[config.mk]
export PLATFORM = sky130hd
export DESIGN_NAME = xor_cipher_sequencer
export DESIGN_NICKNAME = d
export VERILOG_FILES = /design/src/rtl/xor_cipher_sequencer.sv
export SDC_FILE = /design/constraint.sdc
export NUM_CORES = 1
export LEC_CHECK = 0
export ABC_AREA = 1
export CORE_MARGIN = 8
export CORE_UTILIZATION = 25
export CTS_BUF_LIST = sky130_fd_sc_hd__clkbuf_4 sky130_fd_sc_hd__clkbuf_8
export DETAILED_ROUTE_END_ITERATION = 10
export SLEW_MARGIN = 20
export SYNTH_ARGS = -nofsm -noshare
export SYNTH_HDL_FRONTEND = slang
export SYNTH_SLANG_ARGS = --single-unit
export TNS_END_PERCENT = 1
[constraint.sdc]
create_clock -name clk -period 2.46 [get_ports clk]
set_input_delay 0.738 -clock clk [delete_from_list [all_inputs] [get_ports clk]]
set_output_delay 0.738 -clock clk [all_outputs]
set_load 0.1 [all_outputs]
[src/rtl/xor_cipher_sequencer.sv]
// Sequencer for the XOR cipher datapath: clear, encrypt and copy-out passes.
// Owns the RAM address counter and edge-detects its command inputs.
module xor_cipher_sequencer #(
    parameter int ADDR_W = 5,
    parameter int DEPTH  = 32,
    parameter int N_SRC  = 3,
    parameter int SEL_W  = 2
) (
    input  logic              clk,
    input  logic              reset,
    input  logic              crypt,
    input  logic [N_SRC-1:0]  btn,
    input  logic              abort,
    output logic [ADDR_W-1:0] addr,
    output logic              ram_we,
    output logic              clr_ram,
    output logic              en_encryption,
    output logic              en_copier,
    output logic [SEL_W-1:0]  src_sel,
    output logic              busy,
    output logic              done,
    output logic              led_init,
    output logic              led_wait
);

    typedef enum logic [2:0] {
        S_INIT    = 3'd0,
        S_CLEAR   = 3'd1,
        S_ENCRYPT = 3'd2,
        S_WAIT    = 3'd3,
        S_COPY    = 3'd4
    } state_t;

    localparam logic [ADDR_W-1:0] LAST   = ADDR_W'(DEPTH - 1);
    localparam logic [SEL_W-1:0]  CIPHER = SEL_W'(N_SRC - 1);
    localparam logic [ADDR_W-1:0] ONE    = ADDR_W'(1);

    state_t             state;
    state_t             state_n;
    logic               crypt_q;
    logic [N_SRC-1:0]   btn_q;

    logic               crypt_rise;
    logic [N_SRC-1:0]   btn_rise;
    logic               btn_valid;
    logic [SEL_W-1:0]   btn_idx;

    logic [ADDR_W-1:0]  addr_n;
    logic [SEL_W-1:0]   sel_n;
    logic               done_n;
    logic               last;

    logic               we_n;
    logic               clr_n;
    logic               enc_n;
    logic               cop_n;
    logic               busy_n;
    logic               init_n;
    logic               wait_n;

    assign crypt_rise = crypt & ~crypt_q;
    assign btn_rise   = btn & ~btn_q;
    assign btn_valid  = $onehot(btn_rise);
    assign last       = (addr == LAST);

    // Index of the single rising button (only used when btn_valid).
    always_comb begin
        btn_idx = '0;
        for (int i = 0; i < N_SRC; i++) begin
            if (btn_rise[i]) begin
                btn_idx = SEL_W'(i);
            end
        end
    end

    // Next state, next address counter, source select and done pulse.
    always_comb begin
        state_n = state;
        addr_n  = '0;
        sel_n   = src_sel;
        done_n  = 1'b0;
        case (state)
            S_INIT: begin
                if (crypt_rise) begin
                    state_n = S_CLEAR;
                end
            end
            S_CLEAR: begin
                if (abort) begin
                    state_n = S_INIT;
                end else if (last) begin
                    state_n = S_ENCRYPT;
                    sel_n   = CIPHER;
                end else begin
                    addr_n = addr + ONE;
                end
            end
            S_ENCRYPT, S_COPY: begin
                if (abort) begin
                    state_n = S_WAIT;
                end else if (last) begin
                    state_n = S_WAIT;
                    done_n  = 1'b1;
                end else begin
                    addr_n = addr + ONE;
                end
            end
            S_WAIT: begin
                if (crypt_rise) begin
                    state_n = S_CLEAR;
                end else if (btn_valid) begin
                    state_n = S_COPY;
                    sel_n   = btn_idx;
                end
            end
            default: begin
                state_n = S_INIT;
            end
        endcase
    end

    // Output decode of the upcoming state, so the flops track the state.
    always_comb begin
        we_n   = 1'b0;
        clr_n  = 1'b0;
        enc_n  = 1'b0;
        cop_n  = 1'b0;
        busy_n = 1'b0;
        init_n = 1'b0;
        wait_n = 1'b0;
        unique case (1'b1)
            state_n == S_CLEAR: begin
                we_n   = 1'b1;
                clr_n  = 1'b1;
                busy_n = 1'b1;
            end
            state_n == S_ENCRYPT: begin
                we_n   = 1'b1;
                enc_n  = 1'b1;
                cop_n  = 1'b1;
                busy_n = 1'b1;
            end
            state_n == S_COPY: begin
                we_n   = 1'b1;
                cop_n  = 1'b1;
                busy_n = 1'b1;
            end
            state_n == S_WAIT: begin
                wait_n = 1'b1;
            end
            default: begin
                init_n = 1'b1;
            end
        endcase
    end

    // Input edge registers, sampled every cycle even while busy.
    always_ff @(posedge clk or negedge reset) begin
        if (!reset) begin
            crypt_q <= 1'b0;
            btn_q   <= '0;
        end else begin
            crypt_q <= crypt;
            btn_q   <= btn;
        end
    end

    // State, counter and registered outputs.
    always_ff @(posedge clk or negedge reset) begin
        if (!reset) begin
            state         <= S_INIT;
            addr          <= '0;
            src_sel       <= '0;
            done          <= 1'b0;
            ram_we        <= 1'b0;
            clr_ram       <= 1'b0;
            en_encryption <= 1'b0;
            en_copier     <= 1'b0;
            busy          <= 1'b0;
            led_init      <= 1'b1;
            led_wait      <= 1'b0;
        end else begin
            state         <= state_n;
            addr          <= addr_n;
            src_sel       <= sel_n;
            done          <= done_n;
            ram_we        <= we_n;
            clr_ram       <= clr_n;
            en_encryption <= enc_n;
            en_copier     <= cop_n;
            busy          <= busy_n;
            led_init      <= init_n;
            led_wait      <= wait_n;
        end
    end

endmodule

==> impl_metrics.py <==
metrics = {
    "outcome": {
        "status": "finished, final reports clean",
    },
    "power_and_ir_drop": {
        "total_power_uw": 744,
        "switching_share_pct": 29.6,
        "max-vdd-ir-drop_mv": 0.131,
        "seq_power_share_pct": 49.0,
        "clkPwrFrac_pct": 30.6,
        "p_sw_uw": 220,
        "comb_power_share_pct": 20.4,
        "intPower_uw": 524,
        "cellPowerDensity_nw_per_um2": 572,
        "p_leak_uw": 0.000702,
    },
    "synth": {
        "synthTopCellsByArea": "dfrtp_1 50%, inv_1 6.8%, nand2_1 5.7%",
        "syn_nets": 117,
        "yosysMostFrequentCell": "dfrtp_1",
        "syn_avg_cell_area_um2": 9.31,
        "yosysWarnings": 0,
        "postSynthCellCount": 107,
        "synth_top_area_share_pct": 50.3,
        "syn-cell-area_um2": 996,
        "synthDistinctLibCells": 24,
        "synth_flop_cell": "dfrtp_1",
        "yosys_register_bits": 21,
        "yosysTopAreaCell": "dfrtp_1",
        "synth-edff-count": 0,
        "ys_seq_area_share_pct": 52.9,
        "synth_common_cells": "20 x dfrtp_1, 18 x inv_1, 15 x nand2_1",
        "async_flop_share_pct": 100,
    },
    "drt": {
        "finalWirelength_um": 1990,
        "dr.pass1.iters": 4,
        "drt_iter0_markers": 33,
        "wl_per_cell_um": 10.8,
        "ant_nets": 0,
        "drc": 0,
        "vias": 749,
        "post_drt_via_cell_ratio": 4.07,
    },
    "setup_path": {
        "crit_buf_inv": 2,
        "crit_fanout": 2,
        "path_cells": "clkdlybuf4s50_1 -> nand2_1 -> fa_1 -> nor2_1 -> nand2_2 -> nor2_4 -> inv_2 -> nand2_4 -> nand2_2 -> o21a_1",
        "worstPathArrival_ns": 2.42,
        "cp_slowest_cell": "fa_1",
        "required_ns": 2.61,
        "cpLargestDelayFamily": "simple AND/OR/NAND/NOR gates",
        "cpPeakStageDelay_ns": 0.49,
        "end_kind": "register",
        "critical_path_class": "input port to register",
        "cp-start-kind": "input port",
        "crit_top_cell": "nand2_2",
    },
    "cells_and_area": {
        "syn_to_final_growth_pct": 30.5,
        "antenna_cells": 0,
        "drive_gt1_share_pct": 32.1,
        "fill_cells": 423,
        "nNetsFinal": 145,
    },
    "cts": {
        "clk_path_buf_depth": 2,
        "cts_root_buffer": "clkbuf_8",
        "h-tree-depth": 1,
        "clk_pin_slew_ns": 0.07,
        "clock_latency_ns": 0.25,
        "cts.sinks": 21,
        "tritoncts": "yes",
        "cts_made_buffers": 3,
        "post_cts_buffers": 0,
    },
    "timing": {
        "tightest_slew_ns": 0.275,
        "layout_worst_path_cycle_share_pct": 92.2,
        "layout_min_cycle_time_ns": 2.27,
        "skew_ns": 0.00444,
        "rsz0062_at_grt": "false",
        "slew_headroom_pct": 81.6,
        "finalWorstSetupSlack_ns": 0.191,
        "clock.fmax_mhz": 441,
        "finalSetupViolCount": 0,
        "drv_slew": 0,
        "hold_violations": 0,
    },
    "grt": {
        "gr-max-usage-layer": "met2",
        "grtUsageTotal_pct": 7.10,
        "grt_max_degree": 22,
        "grt-ovfl-total": 0,
        "antenna_found_initial": 0,
        "met1_usage_pct": 7.72,
        "grt_pass1_vias": 838,
        "grt_use_met2_pct": 12.4,
        "grt_first_pass_wirelength_um": 3660,
        "met3_usage_pct": 1.69,
    },
    "floorplanning": {
        "dieArea_um2": 6260,
        "rows": 23,
        "core_area_um2": 3910,
        "initial_utilization_pct": 25.4,
        "die_y_um": 79.1,
        "die_w_um": 79.1,
        "io_pins": 22,
    },
    "place": {
        "routabilityCongestion": 0.884,
        "port_buffers": 21,
        "place_ws_ns": -0.101,
        "hpwl_um": 1550,
    },
    "flow_run": {
        "max_cap_violations": 0,
    },
    "hold_path": {
        "hold_class": "register to register",
    },
}
-- metal layers --
metal  share of wire, %  routed length, um  up-vias
li1                   -                  -      379
met1                 41                805      352
met2                 52               1040       14
met3                5.0                100        4
met4                2.1                 42        0
met5                  0                  0        -
-- area by class of cell --
class                      instances  area, um^2  share of cell area [%]
tap                               50        62.6                    4.81
timing repair buffer              24         195                    15.0
multi-input combinational         63         384                    29.5
clock buffer                       4        48.8                    3.75
inverter                          22        82.6                    6.35
sequential                        21         527                    40.5
-- power groups by stage --
stage               Clock [uW]  Combinational [uW]  Sequential [uW]
finish                     227                 152              365
global route               250                 165              366
CTS                        239                 151              365
detailed placement           0                 151              372
global placement             0                 150              371
floorplan                    0                55.8              424
-- logic make-up (layout without fill, tap and decap cells) --
logic type	Yosys count	after routing	share of synthesized area, %
simple gates	53	53	28.6
buf+inv	23	50	9.04
flops	21	21	52.9
compound gates	6	6	4.02
fa+ha+maj	3	3	4.52
xor+xnor	1	1	0.880
-- registers in the layout, summed over array words and instances, names as in the netlist --
register,count
crypt_q,1
addr,5
en_copier,1
led_wait,1
busy,1
led_init,1
state,3
en_encryption,1
btn_q,3
clr_ram,1
src_sel,2
done,1
-- path summary, 6_finish.rpt --
check / slack, ns / end / start / cells past startpoint
max: 0.19 / src_sel[1] / btn[0] / 10
min: 0.49 / addr[0] / addr[0] / 1
max reg2reg: 0.62 / busy / addr[0] / 10
min reg2reg: 0.49 / addr[0] / addr[0] / 1
max in group asynchronous: 1.36 / led_init / reset / 2
min in group asynchronous: 0.82 / en_encryption / reset / 2
-- metrics by stage --
step / hold slack [ns] / std cells / util (%) / area [um^2] / TNS, ns
after detailed placement: 0.493 / 180 / 31.8 / 1250 / -0.473
after global routing: 0.522 / 184 / 33.2 / 1300 / 0
after CTS: 0.504 / 184 / 33.1 / 1290 / 0
final: 0.492 / 184 / 33.2 / 1300 / 0
after global placement: 0.483 / 180 / 31.8 / 1250 / -0.395
after floorplan: 0.442 / 107 / - / 996 / 0
-- layout by cell type, fill, tap and decap left out --
| cell type | count |
|---|---|
| nand4_1 | 1 |
| nor4_1 | 1 |
| clkbuf_4 | 1 |
| o21a_1 | 1 |
| dfstp_2 | 1 |
| ha_1 | 2 |
| nand2_2 | 6 |
| a21oi_2 | 1 |
| nor2_4 | 3 |
| a21oi_1 | 2 |
| buf_4 | 18 |
| nand2_4 | 2 |
| o21ai_2 | 1 |
| clkdlybuf4s50_1 | 6 |
| nor2_2 | 2 |
| nand3_1 | 9 |
| xor2_1 | 1 |
| nor2_1 | 12 |
| nor3b_1 | 3 |
| inv_2 | 4 |
| nand3_2 | 1 |
| inv_1 | 18 |
| fa_1 | 1 |
| o21ai_1 | 1 |
| nand2_1 | 13 |
| clkbuf_8 | 3 |
| dfrtp_1 | 20 |
-- repair_timing --
action	in CTS	in global routing
resized for setup	0	2
endpoints found under the setup margin	0	2
hold buffers	0	0
No activity file was read; power rests on OpenSTA's default activity.
